`src/rtl/servo_pwm_posicao_if.sv`:
```
// Position/PWM bundle between the position sequencer and the servo PWM block.
// The liga enable exists only when SERVO_LIGA_EN is defined.
interface servo_pwm_posicao_if;
  logic [2:0] posicao;
  logic       pwm;
  logic       fim_periodo;
  logic [2:0] db_posicao;
`ifdef SERVO_LIGA_EN
  logic       liga;
`endif

  // Sequencer side: drives the requested position, sees the waveform and period tick.
  modport master (
`ifdef SERVO_LIGA_EN
    output liga,
`endif
    output posicao,
    input  pwm,
    input  fim_periodo,
    input  db_posicao
  );

  modport slave (
`ifdef SERVO_LIGA_EN
    input  liga,
`endif
    input  posicao,
    output pwm,
    output fim_periodo,
    output db_posicao
  );
endinterface

```
`src/rtl/servo_pwm_posicao.sv`:
```
// Servo PWM generator: pulse width linear in the position sampled once per period.
// Optional output enable `liga` is built in when SERVO_LIGA_EN is defined.
module servo_pwm_posicao #(
  parameter int PERIODO     = 1000000,
  parameter int LARGURA_MIN = 50000,
  parameter int PASSO       = 7143
) (
  input  logic                 clock,
  input  logic                 zera_as_n,
  servo_pwm_posicao_if.slave   bus
);

  localparam int CW = (PERIODO > 1) ? $clog2(PERIODO) : 1;
  // One extra bit so min + 7*step can exceed the period without wrapping.
  localparam int LW = CW + 1;
  localparam logic [CW-1:0] C_ULTIMO = CW'(PERIODO - 1);
  localparam logic [LW-1:0] L_RESET  = LW'(LARGURA_MIN);
  localparam logic [LW-1:0] L_PASSO  = LW'(PASSO);

  logic [CW-1:0] c_q,     c_d;
  logic [2:0]    pos_q,   pos_d;
  logic [LW-1:0] l_q,     l_d;
  logic          pwm_q,   pwm_d;
  logic          fim_q,   fim_d;
  logic          amostra;
  logic          habilita;
  logic [LW-1:0] l_novo;

`ifdef SERVO_LIGA_EN
  logic liga_q, liga_d;
`endif

  // NOTE: every output of a combinational block gets a value on every path; defaults first avoids latches.
  always_comb begin
    amostra = (c_q == C_ULTIMO);
    l_novo  = L_RESET + LW'(bus.posicao) * L_PASSO;

    c_d     = c_q + 1'b1;
    pos_d   = pos_q;
    l_d     = l_q;
    if (amostra) begin
      c_d   = '0;
      pos_d = bus.posicao;
      l_d   = l_novo;
    end

`ifdef SERVO_LIGA_EN
    liga_d   = amostra ? bus.liga : liga_q;
    habilita = liga_q;
`else
    habilita = 1'b1;
`endif

    // Saturation falls out naturally: with l_q >= PERIODO the compare is always true.
    pwm_d = habilita && ({1'b0, c_q} < l_q);
    fim_d = amostra;
  end

  // NOTE: state registers use non-blocking assignments so all flops update from pre-edge values.
  always_ff @(posedge clock or negedge zera_as_n) begin
    if (!zera_as_n) begin
      c_q    <= '0;
      pos_q  <= '0;
      l_q    <= L_RESET;
      pwm_q  <= 1'b0;
      fim_q  <= 1'b0;
`ifdef SERVO_LIGA_EN
      liga_q <= 1'b0;
`endif
    end else begin
      c_q    <= c_d;
      pos_q  <= pos_d;
      l_q    <= l_d;
      pwm_q  <= pwm_d;
      fim_q  <= fim_d;
`ifdef SERVO_LIGA_EN
      liga_q <= liga_d;
`endif
    end
  end

  assign bus.pwm         = pwm_q;
  assign bus.fim_periodo = fim_q;
  assign bus.db_posicao  = pos_q;

endmodule

```
`src/flat_wrapper.sv`:
```
// flat-port wrapper written by rule: the top's interface ports become plain ports
module servo_pwm_posicao_flat 
#(
  parameter int PERIODO     = 1000000,
  parameter int LARGURA_MIN = 50000,
  parameter int PASSO       = 7143
)
  (clock, zera_as_n, bus_posicao, bus_pwm, bus_fim_periodo, bus_db_posicao);
  servo_pwm_posicao_if bus_i ();
  input  logic clock;
  input  logic zera_as_n;
  input wire logic [$bits(bus_i.posicao)-1:0] bus_posicao;
  output wire logic [$bits(bus_i.pwm)-1:0] bus_pwm;
  output wire logic [$bits(bus_i.fim_periodo)-1:0] bus_fim_periodo;
  output wire logic [$bits(bus_i.db_posicao)-1:0] bus_db_posicao;
  assign bus_i.posicao = bus_posicao;
  assign bus_pwm = bus_i.pwm;
  assign bus_fim_periodo = bus_i.fim_periodo;
  assign bus_db_posicao = bus_i.db_posicao;
  servo_pwm_posicao #(.PERIODO(PERIODO), .LARGURA_MIN(LARGURA_MIN), .PASSO(PASSO)) u_core (.clock(clock), .zera_as_n(zera_as_n), .bus(bus_i));
endmodule
```
`config.mk`:
```
export PLATFORM = sky130hd
export DESIGN_NAME = servo_pwm_posicao_flat
export DESIGN_NICKNAME = d
export VERILOG_FILES = /design/src/rtl/servo_pwm_posicao_if.sv /design/src/rtl/servo_pwm_posicao.sv /design/src/flat_wrapper.sv
export SDC_FILE = /design/constraint.sdc
export NUM_CORES = 1
export LEC_CHECK = 0
export BUFFER_PORTS_ARGS = -buffer_cell sky130_fd_sc_hd__buf_2
export CAP_MARGIN = 10
export CORE_ASPECT_RATIO = 1.25
export CORE_MARGIN = 2
export CORE_UTILIZATION = 45
export DETAILED_ROUTE_END_ITERATION = 8
export PLACE_DENSITY = 0.65
export SLEW_MARGIN = 15
export SYNTH_ARGS = -nofsm -noshare
export SYNTH_HDL_FRONTEND = slang
export SYNTH_SLANG_ARGS = --single-unit
```
`constraint.sdc`:
```
create_clock -name clock -period 2.3 [get_ports clock]
set_input_delay 0.115 -clock clock [delete_from_list [all_inputs] [get_ports clock]]
set_output_delay 0.115 -clock clock [all_outputs]
set_load 0.01 [all_outputs]
```
==> run_results.csv, run 1 <==
group,metric,value,unit
run_status,status,"finished clean",
cts,cts_tree,"done",
timing,period_share,93.5,%
power_and_ir_drop,peakVddDrop,0.000214,V
yosys,ys_top_cells_by_area,"dfrtp_1, ha_1, dfstp_2",
critical_path,path_class,"input port to flip-flop",
power_and_ir_drop,p_leak,1.78,nW
detailed_routing,wl_per_cell,13.1,um
critical_path,endpoint,"u_core.l_q[15]",
yosys,synthFlopType,"dfrtp_1",
yosys,synthTopCellsByCount,"ha_1, inv_1, dfrtp_1",
timing,setup_viol,0,
timing,fin_setup_tns,0,ns
yosys,synth_edf_count,0,
yosys,synth.most_common_cell,"ha_1",
finish,area_growth,14.7,%
detailed_routing,firstDrtPassIters,6,
floorplan,die_w,76.7,um
yosys,postSynthCellCount,312,
cts,cts.sinks,41,
critical_path,worst_setup_path_end_kind,"flip-flop",
timing,drv_slew,0,
yosys,yosysTopAreaCellShare,29.5,%
detailed_routing,avgViaCountPerCell,5.09,
critical_path,worstRegToRegCells,7,
yosys,syn_area,0.00297,sq mm
critical_path,crit_fanout,3,
critical_path,reg2reg_to,"u_core.l_q[12]",
critical_path,required,2.52,ns
placed_design,hpwl,4.67,mm
finish,diodes,0,
timing,skew,0.00962,ns
finish,layout.nets,403,
yosys,ys_seq_area_share,34.8,%
min_path,worstHoldPathType,"input port to flip-flop",
floorplan,die_area,0.00727,sq mm
floorplan,die_y,94.9,um
cts,postCtsSetupRepairBufs,0,
grt,grtUsageTotal,17.7,%
floorplan,ios,10,
cts,clockBufferDepth,2,
critical_path,rr_startpoint,"u_core.c_q[16]",
critical_path,reg2reg_slack,0.31,ns
placed_design,portBuffers,9,
placed_design,gp_congestion,0.875,
yosys,synth.distinct_cells,43,
timing,rsz0062_at_grt,"no",
finish,stdcell_count,440,
run,cap_violations,0,
detailed_routing,ant_nets,0,
critical_path,cp.arrival,2.37,ns
grt,grt_pass1_wl,10.4,mm
timing,hold_violations,0,
detailed_routing,routed_wl,5.76,mm
critical_path,cp-startpoint,"bus_posicao[0]",
cts,clock_tree.root_cell,"clkbuf_8",
yosys,ys_ff_latch,41,
floorplan,coreArea,0.00648,sq mm
cts,clk_pin_slew,0.09,ns
grt,grt_pass1_vias,2320,
cts,cts.htree.levels,2,
yosys,postSynthNetCount,363,
grt,antenna_found_initial,0,
timing,period_minus_slack,2.15,ns
placed_design,dp.cells,431,
finish,drive_gt1_share,21.2,%
timing,worst_slew_pin_slew,0.895,ns
grt,overflow,0,
yosys,syn_area_per_cell,9.52,sq um
yosys,async_flop_share,100,%
detailed_routing,first_iter_violations,72,
power_and_ir_drop,powerDensity,475,mW/mm^2
yosys,yosys_warnings,0,
floorplan,start_util,45.8,%
yosys,synth_top_area_cell,"dfrtp_1",
detailed_routing,drc,0,
timing,max_clock_freq,0.465,GHz
critical_path,cp-start-kind,"input port",
timing,relSlewSlack,40.4,%
cts,numCtsBuffers,5,
floorplan,row_count,33,
detailed_routing,vias,2238,
cts,insertion_delay,0.30,ns
grt,grt_start_max_net_pins,42,
==> layer usage <==
layer  vias to the layer above  GRT usage (%)  wire length, um
met4                         0           5.91               58
met3                         6           1.72               82
met1                      1069           21.0             2590
li1                       1143              -                -
met5                         -              0                0
met2                        20           33.2             3020
==> cells by family (layout without fill, tap and decap cells) <==
kind of cell / after synthesis / after routing / synth area share [%]
flip-flops: 41 / 41 / 34.8
buffers and inverters: 43 / 84 / 7.07
AO/OA/AOI/OAI: 59 / 59 / 13.3
AND/OR/NAND/NOR: 95 / 95 / 16.1
adder cells (fa/ha/maj): 46 / 46 / 20.4
XOR/XNOR: 26 / 26 / 7.66
multiplexers: 2 / 2 / 0.674
==> per-stage QoR <==
step	setup slack (ns)	power (mW)	hold WS (ns)	area, sq um	util, %
4_1_cts	0.146	1.64	0.255	3400	52.5
5_1_grt	0.0140	1.72	0.275	3410	52.6
6_report	0.150	1.62	0.258	3410	52.6
3_5_place_dp	-0.164	1.12	0.299	3290	50.8
3_3_place_gp	-0.112	1.12	0.287	3290	50.8
2_1_floorplan	0.0315	0.974	-0.181	2980	-
==> cell usage in the layout (no fill, tap or decap), drive strengths merged, types with 5 or more instances in the layout <==
cell and n:
xnor2 16, ha 42, buf 39, dfrtp 35, dfstp 6, nand4 7
o21ai 24, nand2 31, nor2 22, clkbuf 5, inv 39, nand3 12
a21oi 18, xor2 10
==> state kept, by name, indices dropped and copies added, names as in the netlist <==
name and flops:
u_core.bus.db_posicao 3, u_core.c_q 20, u_core.bus.fim_periodo 1, u_core.l_q 16
u_core.bus.pwm 1
==> final cells by class <==
| class | instances | area [sq um] |
|---|---|---|
| clock inverters | 3 | 28.8 |
| inverters | 36 | 135 |
| fillers | 633 | 3070 |
| repair buffers | 40 | 293 |
| flip-flops and latches | 41 | 1030 |
| clock buffers | 5 | 68.8 |
| well taps | 87 | 109 |
| multi-input cells | 228 | 1740 |
==> critical path, stage by stage <==
cell and delay (ns):
buf_2 0.12, fa_1 0.56, ha_1 0.15, ha_1 0.16
inv_1 0.06, fa_2 0.35, a31oi_2 0.21, a211oi_2 0.09
buf_4 0.14, a31oi_1 0.18, xnor2_1 0.15, a21oi_1 0.09
==> worst min-delay path by stage <==
stage | start | to | slack (ns) | depth (start not counted)
2_1_floorplan | zera_as_n | u_core.bus.db_posicao[0] | -0.18 | 0
3_3_place_gp | zera_as_n | u_core.c_q[6] | 0.29 | 1
3_5_place_dp | zera_as_n | u_core.bus.fim_periodo | 0.30 | 1
4_1_cts | bus_posicao[1] | u_core.bus.db_posicao[1] | 0.25 | 4
5_1_grt | bus_posicao[2] | u_core.bus.db_posicao[2] | 0.28 | 4
6_report | bus_posicao[1] | u_core.bus.db_posicao[1] | 0.26 | 4
==> power by group <==
part | internal [mW] | switching (mW) | leakage [nW]
Sequential | 0.730 | 0.00216 | 0.469
Combinational | 0.177 | 0.198 | 1.26
Clock | 0.229 | 0.281 | 0.0511
==> what timing repair did <==
action	in CTS	in global routing
setup endpoints to repair	0	1
hold buffers	1	0
gates resized for setup	0	2
hold endpoints to repair	35	0
Note: power is estimated with default switching activity, not from simulation.
==> run 2, diff against run 1 <==
Settings changed: CORE_UTILIZATION 45 to 40, PLACE_DENSITY 0.65 to 0.59.
==> run 2 against run 1 <==
Effect of this change: non-clock buffer count grew 1; clock power increased by 21%; critical endpoint unchanged; wire length is 0.38% higher; highest routed layer unchanged.
==> run_results.csv, run 2 (synthesized netlist as in run 1, its figures left out) <==
group,metric,value,unit
detailed_routing,vias,2236,
cts,cts_tree,"done",
critical_path,cp.arrival,2.42,ns
grt,grt_pass1_wl,9.67,mm
critical_path,worstRegToRegCells,7,
floorplan,start_util,40.9,%
timing,layout_setup_ws,0.107,ns
finish,layout_commonest_cell,"ha_1",
timing,max_clock_freq,0.456,GHz
power_and_ir_drop,peakVddDrop,0.000269,V
cts,cts.htree.levels,2,
detailed_routing,wl_met3,90,um
detailed_routing,first_iter_violations,60,
placed_design,dp_slack,-0.187,ns
timing,skew,0.00894,ns
finish,largest_register_ffs,20,
power_and_ir_drop,switchingPower,463,uW
timing,setup_viol,0,
critical_path,rr_startpoint,"u_core.c_q[16]",
floorplan,die_y,100,um
timing,relSlewSlack,37.5,%
cts,insertion_delay,0.30,ns
grt,grt_pass1_vias,2087,
critical_path,crit_fanout,3,
detailed_routing,drt-met1-wl,2.73,mm
power_and_ir_drop,p_leak,1.79,nW
finish,layout.nets,404,
critical_path,path_class,"input port to flip-flop",
timing,period_minus_slack,2.19,ns
run_status,status,"finished clean",
critical_path,reg2reg_to,"u_core.l_q[12]",
finish,area_growth,15.9,%
cts,numCtsBuffers,5,
power_and_ir_drop,powerDensity,501,mW/mm^2
detailed_routing,drc,0,
detailed_routing,wl_per_cell,13.0,um
critical_path,required,2.52,ns
grt,grtUsageTotal,15.3,%
finish,post-route-util,47.4,%
cts,cts.sinks,41,
power_and_ir_drop,seqPwrFrac,42.5,%
detailed_routing,avgViaCountPerCell,5.01,
power_and_ir_drop,pwr-share-comb,21.7,%
detailed_routing,maxUsedRoutingLayer,"met4",
detailed_routing,met2_length,2.88,mm
grt,overflow,0,
finish,diodes,0,
cts,clock_tree.root_cell,"clkbuf_8",
critical_path,worst_setup_path_end_kind,"flip-flop",
floorplan,die_area,0.00814,sq mm
timing,hold_violations,0,
power_and_ir_drop,pwr-share-clk,35.8,%
placed_design,portBuffers,9,
min_path,hp-start,"bus_posicao[2]",
detailed_routing,ant_nets,0,
placed_design,hpwl,4.63,mm
placed_design,gp_congestion,0.823,
cts,clk_pin_slew,0.08,ns
floorplan,row_count,35,
grt,antenna_found_initial,0,
cts,clockBufferDepth,2,
power_and_ir_drop,power.internal,1.26,mW
floorplan,ios,10,
finish,largest_register,"u_core.c_q",
min_path,worstHoldEndpoint,"u_core.bus.db_posicao[2]",
power_and_ir_drop,total_power,1.72,mW
grt,grt_start_max_net_pins,42,
timing,worst_slew_pin_slew,0.938,ns
finish,drive_gt1_share,21.5,%
timing,drv_slew,0,
finish,final_cell_mix,"ha_1, inv_1, dfrtp_1",
critical_path,cp-start-kind,"input port",
floorplan,coreArea,0.00727,sq mm
placed_design,dpl_cell_area,0.00330,sq mm
detailed_routing,firstDrtPassIters,4,
min_path,holdPathStages,4,
detailed_routing,routed_wl,5.78,mm
floorplan,die_w,81.1,um
timing,period_share,95.3,%
placed_design,dp.cells,436,
power_and_ir_drop,switching_share,26.8,%
min_path,worstHoldPathType,"input port to flip-flop",
critical_path,reg2reg_slack,0.30,ns
finish,stdcell_count,446,
run,cap_violations,0,
finish,final_area,0.00344,sq mm
## run 2: changes by cell type in the layout (fill, tap and decap cells not counted)
cell        delta
clkbuf_8       +1
fa_2           -1
clkinvlp_4     +1
buf_4          +1
inv_8          -1
inv_6          -2
inv_1          -1
bufinv_16      +1
fa_1           +1
inv_2          +1
## run 2: power by group through the flow
stage	Combinational [mW]	Sequential, mW	Clock, mW
2_1_floorplan	0.227	0.746	0
3_3_place_gp	0.368	0.746	0
3_5_place_dp	0.371	0.746	0
4_1_cts	0.375	0.733	0.627
5_1_grt	0.417	0.733	0.663
6_report	0.375	0.732	0.617
## run 2: area by class of cell
cell class | count | area [sq um]
Fill cell | 727 | 3830
Inverter | 36 | 135
Multi-Input combinational cell | 228 | 1740
Clock buffer | 6 | 82.6
Sequential cell | 41 | 1030
Timing Repair Buffer | 41 | 300
Tap cell | 92 | 115
Clock inverter | 2 | 37.5
## run 2: worst max-delay path by stage
stage	startpoint	to	slack (ns)
6_report	bus_posicao[0]	u_core.l_q[15]	0.11
5_1_grt	bus_posicao[0]	u_core.l_q[15]	-0.02
4_1_cts	bus_posicao[0]	u_core.l_q[15]	0.13
3_5_place_dp	bus_posicao[0]	u_core.l_q[13]	-0.19
3_3_place_gp	bus_posicao[0]	u_core.l_q[13]	-0.14
2_1_floorplan	bus_posicao[0]	u_core.l_q[15]	0.03
## run 2: layer usage
metal	vias to the layer above	track usage, %
met2	22	26.2
met5	-	0
met4	0	5.48
li1	1153	-
met1	1055	19.7
met3	6	1.62
## run 2: stage by stage
stage / TNS (ns) / hold slack [ns]
floorplan: 0 / -0.181
global placement: -0.369 / 0.303
detailed placement: -0.562 / 0.314
CTS: 0 / 0.275
global route: -0.0264 / 0.290
finish: 0 / 0.276
## run 2: critical path, stage by stage
cell	delay (ns)
buf_2	0.12
fa_1	0.55
ha_1	0.15
ha_1	0.16
inv_1	0.05
fa_1	0.40
a31oi_2	0.19
a211oi_2	0.10
buf_4	0.15
a31oi_1	0.19
xnor2_1	0.08
a21oi_1	0.14
## run 2: what timing repair did
item / CTS / global route
endpoints found under the setup margin: 0 / 3
hold buffers: 1 / 0
gates resized for setup: 0 / 2
buffers inserted: 0 / 1
hold endpoints to repair: 35 / 0
